File: config.mk
export PLATFORM = sky130hd
export DESIGN_NAME = fpu_op_sequencer_flat
export DESIGN_NICKNAME = d
export VERILOG_FILES = /design/src/rtl/fpu_op_sequencer_if.sv /design/src/rtl/fpu_op_sequencer.sv /design/src/flat_wrapper.sv
export SDC_FILE = /design/constraint.sdc
export NUM_CORES = 1
export LEC_CHECK = 0
export CAP_MARGIN = 10
export CORE_MARGIN = 2
export CORE_UTILIZATION = 48
export CTS_CLUSTER_SIZE = 25
export DETAILED_ROUTE_END_ITERATION = 8
export MAX_ROUTING_LAYER = met4
export PLACE_DENSITY = 0.8
export SYNTH_ARGS = -nofsm -noshare
export SYNTH_HDL_FRONTEND = slang
export SYNTH_SLANG_ARGS = --single-unit
File: constraint.sdc
create_clock -name clk -period 2.2 [get_ports clk]
set_input_delay 0.33 -clock clk [delete_from_list [all_inputs] [get_ports clk]]
set_output_delay 0.33 -clock clk [all_outputs]
set_load 0.05 [all_outputs]
File: src/rtl/fpu_op_sequencer_if.sv
// Handshake bundle between the FPU operand sequencer and its byte streams / FPU multiplier.
// The master modport is the sequencer's view; the slave modport is the environment's view.
`timescale 1ns/1ps
interface fpu_op_sequencer_if;
  logic [7:0]  in_byte;
  logic        in_valid;
  logic        in_ready;
  logic [31:0] op_a;
  logic [31:0] op_b;
  logic        fpu_start;
  logic        fpu_done;
  logic [31:0] fpu_result;
  logic [7:0]  out_byte;
  logic        out_valid;
  logic        out_ready;
  logic        busy;
  logic        err;

  modport master (
    input  in_byte, in_valid, fpu_done, fpu_result, out_ready,
    output in_ready, op_a, op_b, fpu_start, out_byte, out_valid, busy, err
  );

  modport slave (
    output in_byte, in_valid, fpu_done, fpu_result, out_ready,
    input  in_ready, op_a, op_b, fpu_start, out_byte, out_valid, busy, err
  );
endinterface

File: src/rtl/fpu_op_sequencer.sv
// Collects two little-endian 32-bit operands from a byte stream, launches the FPU and streams the result.
// Optional WAIT timeout (result forced to quiet NaN, sticky err) is enabled by defining FPU_SEQ_TIMEOUT_EN.
`timescale 1ns/1ps
module fpu_op_sequencer #(
  parameter int TIMEOUT_CYCLES = 64
) (
  input logic                clk,
  input logic                rst_n,
  fpu_op_sequencer_if.master bus
);

  typedef enum logic [1:0] {
    ST_LOAD  = 2'd0,
    ST_START = 2'd1,
    ST_WAIT  = 2'd2,
    ST_SEND  = 2'd3
  } state_t;

  state_t      state_r;
  logic [2:0]  byte_cnt_r;
  logic [1:0]  send_cnt_r;
  logic [31:0] op_a_r;
  logic [31:0] op_b_r;
  logic [31:0] result_r;
  logic [7:0]  out_byte_r;
  logic        fpu_start_r;
  logic        out_valid_r;
  logic        in_ready_r;
  logic        busy_r;
  logic        in_accept_s;
  logic        out_accept_s;

`ifdef FPU_SEQ_TIMEOUT_EN
  localparam int          WAIT_CNT_W     = (TIMEOUT_CYCLES > 1) ? $clog2(TIMEOUT_CYCLES) : 1;
  localparam logic [WAIT_CNT_W-1:0] WAIT_LAST = WAIT_CNT_W'(TIMEOUT_CYCLES - 1);
  localparam logic [31:0] TIMEOUT_RESULT = 32'h7FC0_0000;
  logic [WAIT_CNT_W-1:0] wait_cnt_r;
  logic                  err_r;
  logic                  timeout_s;
  assign timeout_s = (wait_cnt_r == WAIT_LAST);
`endif

  function automatic logic [7:0] byte_sel(input logic [31:0] word, input logic [1:0] idx);
    logic [7:0] b;
    case (idx)
      2'd0:    b = word[7:0];
      2'd1:    b = word[15:8];
      2'd2:    b = word[23:16];
      2'd3:    b = word[31:24];
      default: b = 8'h00;
    endcase
    return b;
  endfunction

  assign in_accept_s  = bus.in_valid && in_ready_r;
  assign out_accept_s = out_valid_r && bus.out_ready;

  // Sequencer FSM; every output is a register updated alongside the state.
  always_ff @(posedge clk) begin
    if (!rst_n) begin
      state_r     <= ST_LOAD;
      byte_cnt_r  <= 3'd0;
      send_cnt_r  <= 2'd0;
      op_a_r      <= 32'h0000_0000;
      op_b_r      <= 32'h0000_0000;
      result_r    <= 32'h0000_0000;
      out_byte_r  <= 8'h00;
      fpu_start_r <= 1'b0;
      out_valid_r <= 1'b0;
      in_ready_r  <= 1'b1;
      busy_r      <= 1'b0;
`ifdef FPU_SEQ_TIMEOUT_EN
      wait_cnt_r  <= '0;
      err_r       <= 1'b0;
`endif
    end else begin
      fpu_start_r <= 1'b0;
      case (state_r)
        ST_LOAD: begin
          if (in_accept_s) begin
            // Bytes 0-3 fill op_a, bytes 4-7 fill op_b, least significant byte first.
            if (!byte_cnt_r[2]) begin
              op_a_r[{byte_cnt_r[1:0], 3'b000} +: 8] <= bus.in_byte;
            end else begin
              op_b_r[{byte_cnt_r[1:0], 3'b000} +: 8] <= bus.in_byte;
            end
`ifdef FPU_SEQ_TIMEOUT_EN
            if (byte_cnt_r == 3'd0) begin
              err_r <= 1'b0;
            end
`endif
            byte_cnt_r <= byte_cnt_r + 3'd1;
            busy_r     <= 1'b1;
            if (byte_cnt_r == 3'd7) begin
              state_r     <= ST_START;
              fpu_start_r <= 1'b1;
              in_ready_r  <= 1'b0;
            end
          end
        end
        ST_START: begin
          state_r <= ST_WAIT;
`ifdef FPU_SEQ_TIMEOUT_EN
          wait_cnt_r <= '0;
`endif
        end
        ST_WAIT: begin
          if (bus.fpu_done) begin
            result_r    <= bus.fpu_result;
            out_byte_r  <= bus.fpu_result[7:0];
            out_valid_r <= 1'b1;
            send_cnt_r  <= 2'd0;
            state_r     <= ST_SEND;
          end
`ifdef FPU_SEQ_TIMEOUT_EN
          // A result arriving on the final allowed cycle still wins over the timeout.
          else if (timeout_s) begin
            result_r    <= TIMEOUT_RESULT;
            out_byte_r  <= TIMEOUT_RESULT[7:0];
            out_valid_r <= 1'b1;
            send_cnt_r  <= 2'd0;
            err_r       <= 1'b1;
            state_r     <= ST_SEND;
          end else begin
            wait_cnt_r <= wait_cnt_r + WAIT_CNT_W'(1);
          end
`endif
        end
        ST_SEND: begin
          if (out_accept_s) begin
            if (send_cnt_r == 2'd3) begin
              state_r     <= ST_LOAD;
              out_valid_r <= 1'b0;
              out_byte_r  <= 8'h00;
              in_ready_r  <= 1'b1;
              busy_r      <= 1'b0;
              byte_cnt_r  <= 3'd0;
              send_cnt_r  <= 2'd0;
            end else begin
              send_cnt_r <= send_cnt_r + 2'd1;
              out_byte_r <= byte_sel(result_r, send_cnt_r + 2'd1);
            end
          end
        end
        default: begin
          state_r     <= ST_LOAD;
          byte_cnt_r  <= 3'd0;
          out_valid_r <= 1'b0;
          in_ready_r  <= 1'b1;
          busy_r      <= 1'b0;
        end
      endcase
    end
  end

  assign bus.in_ready  = in_ready_r;
  assign bus.op_a      = op_a_r;
  assign bus.op_b      = op_b_r;
  assign bus.fpu_start = fpu_start_r;
  assign bus.out_byte  = out_byte_r;
  assign bus.out_valid = out_valid_r;
  assign bus.busy      = busy_r;
`ifdef FPU_SEQ_TIMEOUT_EN
  assign bus.err       = err_r;
`else
  assign bus.err       = 1'b0;
`endif

endmodule

File: src/flat_wrapper.sv
// flat-port wrapper written by rule: the top's interface ports become plain ports
module fpu_op_sequencer_flat 
#(
  parameter int TIMEOUT_CYCLES = 64
)
  (clk, rst_n, bus_in_byte, bus_in_valid, bus_fpu_done, bus_fpu_result, bus_out_ready, bus_in_ready, bus_op_a, bus_op_b, bus_fpu_start, bus_out_byte, bus_out_valid, bus_busy, bus_err);
  fpu_op_sequencer_if bus_i ();
  input logic clk;
  input logic rst_n;
  input wire logic [$bits(bus_i.in_byte)-1:0] bus_in_byte;
  input wire logic [$bits(bus_i.in_valid)-1:0] bus_in_valid;
  input wire logic [$bits(bus_i.fpu_done)-1:0] bus_fpu_done;
  input wire logic [$bits(bus_i.fpu_result)-1:0] bus_fpu_result;
  input wire logic [$bits(bus_i.out_ready)-1:0] bus_out_ready;
  output wire logic [$bits(bus_i.in_ready)-1:0] bus_in_ready;
  output wire logic [$bits(bus_i.op_a)-1:0] bus_op_a;
  output wire logic [$bits(bus_i.op_b)-1:0] bus_op_b;
  output wire logic [$bits(bus_i.fpu_start)-1:0] bus_fpu_start;
  output wire logic [$bits(bus_i.out_byte)-1:0] bus_out_byte;
  output wire logic [$bits(bus_i.out_valid)-1:0] bus_out_valid;
  output wire logic [$bits(bus_i.busy)-1:0] bus_busy;
  output wire logic [$bits(bus_i.err)-1:0] bus_err;
  assign bus_i.in_byte = bus_in_byte;
  assign bus_i.in_valid = bus_in_valid;
  assign bus_i.fpu_done = bus_fpu_done;
  assign bus_i.fpu_result = bus_fpu_result;
  assign bus_i.out_ready = bus_out_ready;
  assign bus_in_ready = bus_i.in_ready;
  assign bus_op_a = bus_i.op_a;
  assign bus_op_b = bus_i.op_b;
  assign bus_fpu_start = bus_i.fpu_start;
  assign bus_out_byte = bus_i.out_byte;
  assign bus_out_valid = bus_i.out_valid;
  assign bus_busy = bus_i.busy;
  assign bus_err = bus_i.err;
  fpu_op_sequencer #(.TIMEOUT_CYCLES(TIMEOUT_CYCLES)) u_core (.clk(clk), .rst_n(rst_n), .bus(bus_i));
endmodule
Word level (Yosys, flattened, before mapping) --
Cells that the tools add are included.
Storage, ports and cells: logic and storage cells 78, output and inout port bits 77, flip-flop bits (word level) 115
Operators by class: shift-type cells 2, bitwise operators 1, multiplexer cells 33, reductions and logical operators 15, eq/ne operators 13, $add $sub $neg 3
Operator list (count):
- 32-bit bitwise mux | 2
- 8-bit case mux with 4 select lines | 1
- 8-bit by 7-bit variable shift with 32-bit output, first input constant | 1
- 8-bit by 7-bit indexed part select with 32-bit output | 1
- 8-bit 2-to-1 mux | 3
- 2-bit 2-to-1 mux | 8
- 8-bit case mux with 2 select lines | 1
- 3-bit AND reduction | 4
- 2-bit equality test, second input constant | 5
- 5-bit AND reduction | 2
- 1-bit 2-to-1 mux | 9
- 3-bit 2-to-1 mux | 3
- 2-bit by 1-bit inequality test with 1-bit output, second input constant | 4
- 2-bit case mux with 4 select lines | 1
- 4-bit AND reduction | 2
- 5-bit negator with 7-bit output | 1
- 1-bit case mux with 2 select lines | 3
- 3-bit case mux with 2 select lines | 1
- 2-bit by 1-bit equality test with 1-bit output, second input constant | 2
- 2-bit logical NOT | 2
- 2-bit case mux with 2 select lines | 1
- 2-bit nonzero test | 2
- 3-bit by 1-bit adder with 3-bit output, second input constant | 1
- 3-bit equality test, second input constant | 1
- other kinds (5) | 6

Depth between registers and ports, before layout --
Gate-level depths: netlist of the first run.
depth in word-level cells 6, mapped depth 8, mapped depth without buffers 6

Worst setup path before layout of the first run --
OpenSTA, ideal clock, no wires.
path type register -> register, start register u_core.byte_cnt_r[0], end register u_core.op_a_r[23] (netlist: u_core.bus.op_a[23]), path buffers 1, setup slack 0.442 ns, arrival time 1.682 ns, clock period less this slack 1.758 ns, stages on the path, launching flop included 7, path through dfxtp_1 > inv_2 > ha_1 > nor3b_2 > buf_2 > nand3_1 > a21boi_0
On the way: cells in the longest elaborated chain, start to end 3, elaborated cells between the ends (all ways) 4, those cells by class 1 x add/sub; 2 x shift; 1 x mux
Ends and longest elaborated chain:
- from (decl) | RTL line fpu_op_sequencer.sv:20 | logic [2:0] byte_cnt_r;
- from (signal assigned) | RTL line fpu_op_sequencer.sv:92 | byte_cnt_r <= byte_cnt_r + 3'd1;
- 5-bit negator with 7-bit output * | RTL line fpu_op_sequencer.sv:83 | op_a_r[{byte_cnt_r[1:0], 3'b000} +: 8] <= bus.in_byte;
- 8-bit by 7-bit indexed part select with 32-bit output or 8-bit by 7-bit variable shift with 32-bit output (tied branches) | RTL line fpu_op_sequencer.sv:83
- 32-bit bitwise mux * | RTL line fpu_op_sequencer.sv:83
- to (signal, indexed assignment) | RTL line fpu_op_sequencer.sv:83
- to (decl) | RTL line fpu_op_sequencer.sv:22 | logic [31:0] op_a_r;
Every way passes the cells marked *; elsewhere a longest branch is shown, timed or not. A chain may end at the register's enable or synchronous reset.

Worst setup path in the final report of the first run --
start register u_core.in_ready_r (netlist: u_core.bus.in_ready), end output port bus_in_ready
RTL lines:
- from (decl) | RTL line fpu_op_sequencer.sv:28 | logic in_ready_r;
- from (signal assigned) | RTL line fpu_op_sequencer.sv:70 | in_ready_r <= 1'b1;
- from (signal assigned) | RTL line fpu_op_sequencer.sv:97 | in_ready_r <= 1'b0;
- from (signal assigned) | RTL line fpu_op_sequencer.sv:135 | in_ready_r <= 1'b1;
- to (decl) | RTL line flat_wrapper.sv:15 | output wire logic [$bits(bus_i.in_ready)-1:0] bus_in_ready;
No word-level cell between the ends.

==> results.yml, run 1 <==
cts:
  numClockSinks: 107
  root_buffer: "clkbuf_8"
  clockBufferDepth: 2
  cts_resized: 0
  hold_buffers: 0
  ctsHtreeMaxLevel: 3
  post_cts_buffers: 0
  clk_latency_ns: 0.36
  clk_pin_slew_ns: 0.10
  cts_tree: "done"
  cts_buffers: 9
sta:
  slew_headroom_pct: 63.97
  setup_viol: 0
  fin_crit_ns: 1.992
  fin_worst_skew_ns: 0.009753
  finalHoldViolCount: 0
  fmax_mhz: 502.0
  worst_slew_pin_slew_ns: 0.5387
  fin_crit_sh_pct: 90.55
  finalSetupTns_ns: 0
  finalMaxSlewViolations: 0
  rsz0062_at_grt: "no"
  hold_ws_ns: 0.4616
power:
  leakagePower_nw: 1.970
  switching_share_pct: 27.66
  powerDensity_mw_per_mm2: 680.8
  power_frac_clock_pct: 33.2
  p_int_w: 0.002903
  switching_power_w: 0.001110
  sequentialPowerShare_pct: 50.2
  ir_worst_vdd_v: 0.0002999
  p_comb_share_pct: 16.5
drt:
  vias_per_cell: 5.503
  vias: 4199
  drc: 0
  wl_um: 11600
  wl_per_cell_um: 15.20
  dr.pass1.iters: 5
  drt-initial-drc-count: 230
  antenna_left: 0
yosys:
  ys_seq_elements: 107
  synth-compound-area-share_pct: 17.09
  synthMuxAreaShare_pct: 0.2267
  async_flop_share_pct: 0
  synth_xor_area_share_pct: 0
  syn-num-nets: 612
  synth.avg_cell_area_um2: 7.999
  synthAdderAreaFrac_pct: 4.250
  synth_cell_type_count: 38
  synth_top_family_by_area: "simple AND/OR/NAND/NOR gates"
  synth-seq-area-share_pct: 48.51
  netlist_instances: 552
  synth-main-ff-cell: "dfxtp_1"
  synth-simple-area-share_pct: 24.94
  synth_edf_count: 0
  syn_area_mm2: 0.004415
  synth_warnings: 0
global_routing:
  grt_pass1_vias: 3807
  antenna_found_initial: 0
  grt_pass1_wl_um: 18350
  overflow: 0
  grt_use_total_pct: 23.18
  grt_max_degree: 37
placed_design:
  port_buffers: 120
  place.gp.congestion: 0.8398
  dpl.hpwl_um: 8373
layout:
  most-common-layout-cells: "126 x nand2_1, 120 x clkdlybuf4s50_1, 107 x dfxtp_1"
  drive_gt1_share_pct: 5.496
  layout_commonest_cell: "nand2_1"
  insertedDiodeCount: 0
  area_growth_pct: 33.49
  nNetsFinal: 710
worst_setup_path:
  crit_path_max_incr_delay_ns: 0.86
  critical_path_class: "reg -> out"
  crit_chain: "clkdlybuf4s50_1"
  cp_max_fo: 8
  cp_num_buf_inv: 1
  slowest_stage: "clkdlybuf4s50_1"
  critPathLaunchType: "register"
  critPathRequiredTime_ns: 1.87
  worstPathArrival_ns: 1.66
  cp-end-kind: "primary output"
  cpLargestDelayFamily: "buffers and inverters"
die:
  chipHeight_um: 99.91
  io_pins: 122
  dieArea_mm2: 0.009982
  die_w_um: 99.91
  core_mm2: 0.008806
  start_util_pct: 50.14
  rows: 34
status:
  outcome: "completed"
min_path:
  hold_path.class: "reg -> reg"
run:
  maxCapViolCount: 0
[cell families (layout without fill, tap and decap cells)]
kind of cell / after synthesis / in the layout
buf+inv: 52 / 155
mux: 1 / 1
compound gates: 130 / 130
simple gates: 246 / 246
other cells: 1 / 1
fa+ha+maj: 15 / 15
flops: 107 / 107
[cell usage after synthesis, drive strengths merged (4+ instances only)]
cell type	instances	area, µm²
a222oi	8	80.08
nand2	126	473.0
o21ai	8	40.04
or2	4	25.02
nand3	77	385.4
clkbuf	34	127.6
a21oi	89	445.4
a21boi	14	105.1
dfxtp	107	2142
inv	9	33.79
buf	9	55.04
ha	15	187.7
nor2	22	85.09
[worst min-delay path, cell delays in order, from the launching register on]
cell	delay [ns]
dfxtp_1	0.32
nand2_1	0.05
a21oi_1	0.05
[layer usage]
layer  track usage (%)  wire length (µm)  up-vias
li1                  -                 -     2073
met1             28.42              4823     1934
met2             39.45              5763      173
met3             3.691               822       19
met4             7.165               187        0
met5                 -                 0        -
[through the flow]
stage / total power, W / instance area, µm² / worst slack (ns) / util (%) / std cells
finish: 0.004013 / 5894 / 0.2079 / 66.94 / 763
global route: 0.004158 / 5894 / 0.1523 / 66.94 / 763
CTS: 0.004029 / 5894 / 0.1926 / 66.94 / 763
detailed placement: 0.002720 / 5669 / 0.2459 / 64.38 / 747
global placement: 0.002705 / 5669 / 0.2649 / 64.38 / 747
floorplan: 0.002480 / 4415 / 0.4423 / - / 552
[worst paths after layout]
kind	startpoint	to	slack (ns)	depth (start not counted)
worst max-delay path	u_core.bus.in_ready	bus_in_ready	0.21	1
worst min-delay path	u_core.bus.op_b[7]	u_core.bus.op_b[7]	0.46	2
worst max register to register	u_core.state_r[0]	u_core.bus.out_byte[7]	0.35	6
worst min register to register	u_core.bus.op_b[7]	u_core.bus.op_b[7]	0.46	2
[state kept, by name, summed over array words and instances, names as in the netlist]
name and cells:
u_core.send_cnt_r 2, u_core.bus.fpu_start 1, u_core.state_r 2, u_core.bus.op_b 32, u_core.bus.out_valid 1, u_core.byte_cnt_r 3, u_core.bus.busy 1, u_core.bus.out_byte 8
u_core.result_r 24, u_core.bus.op_a 32, u_core.bus.in_ready 1
[cell type report]
class | instances | area, µm²
fillers | 746 | 2912
flip-flops and latches | 107 | 2142
multi-input cells | 393 | 2057
repair buffers | 130 | 1301
clock buffers | 11 | 141.4
well taps | 108 | 135.1
clock inverters | 5 | 83.83
inverters | 9 | 33.78
[power groups by stage]
stage	Combinational, W	Clock [W]	Sequential (W)
floorplan	0.000335	0	0.00214
global placement	0.000646	0	0.00206
detailed placement	0.000658	0	0.00206
CTS	0.000662	0.00135	0.00202
global route	0.000717	0.00142	0.00202
finish	0.000663	0.00133	0.00202
No activity file was read; power rests on OpenSTA's default activity.
==> run 2: changes to the inputs <==
--- a/config.mk
+++ b/config.mk
@@ -12,6 +12,7 @@
 export DETAILED_ROUTE_END_ITERATION = 8
 export MAX_ROUTING_LAYER = met4
 export PLACE_DENSITY = 0.8
+export SLEW_MARGIN = 15
 export SYNTH_ARGS = -nofsm -noshare
 export SYNTH_HDL_FRONTEND = slang
 export SYNTH_SLANG_ARGS = --single-unit
==> results of run 2 <==
Final layout, timing and power as in run 1 (identical DEF).
==> run 3: changes to the inputs <==
--- a/config.mk
+++ b/config.mk
@@ -6,12 +6,13 @@
 export NUM_CORES = 1
 export LEC_CHECK = 0
 export CAP_MARGIN = 10
-export CORE_MARGIN = 2
-export CORE_UTILIZATION = 48
+export CORE_MARGIN = 10
+export CORE_UTILIZATION = 25
 export CTS_CLUSTER_SIZE = 25
 export DETAILED_ROUTE_END_ITERATION = 8
 export MAX_ROUTING_LAYER = met4
-export PLACE_DENSITY = 0.8
+export PLACE_DENSITY = 0.47
+export RECOVER_POWER = 100
 export SLEW_MARGIN = 15
 export SYNTH_ARGS = -nofsm -noshare
 export SYNTH_HDL_FRONTEND = slang
==> results.yml, run 3 (synthesis results as in run 1) <==
layout:
  fin_area_mm2: 0.006172
  layout_commonest_cell: "nand2_1"
  insertedDiodeCount: 0
  area_growth_pct: 39.78
  drive_gt1_share_pct: 5.936
  most-common-layout-cells: "126 x nand2_1, 107 x dfxtp_1, 89 x a21oi_1"
  finalCoreUtilization_pct: 35.68
  nNetsFinal: 712
status:
  outcome: "completed"
die:
  core_mm2: 0.01730
  dieArea_mm2: 0.02338
  start_util_pct: 25.53
  die_w_um: 152.9
  io_pins: 122
  rows: 48
  chipHeight_um: 152.9
power:
  p_int_w: 0.003403
  ir_worst_vdd_v: 0.0003926
  power_frac_clock_pct: 41.6
  powerDensity_mw_per_mm2: 746.7
  total_power_w: 0.004609
  p_comb_share_pct: 14.6
  switching_power_w: 0.001205
  leakagePower_nw: 2.301
  switching_share_pct: 26.15
  sequentialPowerShare_pct: 43.8
drt:
  wirelength_met1_um: 6716
  routed-wl-met3_um: 1086
  vias_per_cell: 4.633
  antenna_left: 0
  dr_wl_met2_um: 6343
  maxUsedRoutingLayer: "met4"
  wl_um: 14320
  wl_per_cell_um: 16.23
  drc: 0
  dr.pass1.iters: 7
  drt-initial-drc-count: 232
  vias: 4086
placed_design:
  dpl.hpwl_um: 10690
  port_buffers: 120
  place.gp.congestion: 0.7902
  place_area_mm2: 0.005818
global_routing:
  grt_pass1_wl_um: 22820
  grt_pass1_vias: 4062
  antenna_found_initial: 0
  overflow: 0
  grt_max_degree: 70
  grt_use_total_pct: 12.36
sta:
  finalSetupTns_ns: 0
  fin_crit_sh_pct: 93.83
  rsz0062_at_grt: "no"
  setup_viol: 0
  slew_headroom_pct: 63.26
  fmax_mhz: 484.4
  worst_slew_pin_slew_ns: 0.5493
  fin_worst_skew_ns: 0.007999
  finalMaxSlewViolations: 0
  finalHoldViolCount: 0
  fin_crit_ns: 2.064
cts:
  hold_buffers: 0
  cts_tree: "done"
  root_buffer: "clkbuf_16"
  clockBufferDepth: 2
  cts_resized: 0
  post_cts_buffers: 0
  clk_pin_slew_ns: 0.07
  ctsHtreeMaxLevel: 3
  numClockSinks: 107
  clk_latency_ns: 0.35
  cts_buffers: 9
worst_setup_path:
  critPathLaunchType: "register"
  cpLargestDelayFamily: "buffers and inverters"
  reg2reg_depth: 6
  critPathRequiredTime_ns: 1.87
  cp-end-kind: "primary output"
  slowest_stage: "dlygate4sd3_1"
  critical_path_class: "reg -> out"
  cp_num_buf_inv: 1
  cp_max_fo: 8
  r2r-start: "u_core.byte_cnt_r[0]"
  crit_chain: "dlygate4sd3_1"
  crit_path_max_incr_delay_ns: 0.93
  r2r_end: "u_core.bus.op_a[25]"
  worstPathArrival_ns: 1.73
  r2r_slack_ns: 0.27
min_path:
  hold_path.class: "reg -> reg"
  worstHoldPathCells: 2
  whs_endpoint: "u_core.bus.op_b[23]"
  worstHoldStart: "u_core.bus.op_b[23]"
run:
  maxCapViolCount: 0
==> run 3: power groups by stage <==
stage | logic (W) | registers [W] | clock network [W]
after CTS | 0.000693 | 0.00202 | 0.00197
after global routing | 0.000739 | 0.00202 | 0.00206
after detailed placement | 0.000692 | 0.00206 | 0
final | 0.000675 | 0.00202 | 0.00192
after floorplan | 0.000335 | 0.00214 | 0
after global placement | 0.000683 | 0.00206 | 0
==> run 3: area by class of cell <==
type / count / area, µm²
Timing Repair Buffer: 132 / 1299
Tap cell: 225 / 281.5
Sequential cell: 107 / 2142
Fill cell: 1809 / 11120
Inverter: 9 / 33.78
Clock buffer: 11 / 252.7
Clock inverter: 5 / 106.4
Multi-Input combinational cell: 393 / 2057
==> run 3: metal layers <==
metal,GRT usage (%),up-vias
met4,4.087,0
met3,3.816,12
li1,-,2076
met1,15.34,1857
met2,18.72,141
met5,-,-
==> run 3: worst max path at each step <==
stage,cells after the start,endpoint,startpoint,slack (ns)
floorplan,6,u_core.bus.op_a[23],u_core.byte_cnt_r[0],0.44
global placement,5,u_core.bus.out_byte[6],bus_fpu_done,0.25
detailed placement,5,u_core.bus.op_a[28],bus_in_valid,0.22
CTS,1,bus_in_ready,u_core.bus.in_ready,0.17
global route,1,bus_in_ready,u_core.bus.in_ready,0.06
finish,1,bus_in_ready,u_core.bus.in_ready,0.14
==> run 3: per-stage QoR <==
step           cells  setup WS (ns)  hold slack [ns]
5_1_grt          882        0.05846           0.4772
6_report         882         0.1357           0.4498
4_1_cts          882         0.1650           0.4559
2_1_floorplan    552         0.4423           0.4357
3_5_place_dp     866         0.2205           0.4461
3_3_place_gp     866         0.2459           0.4421
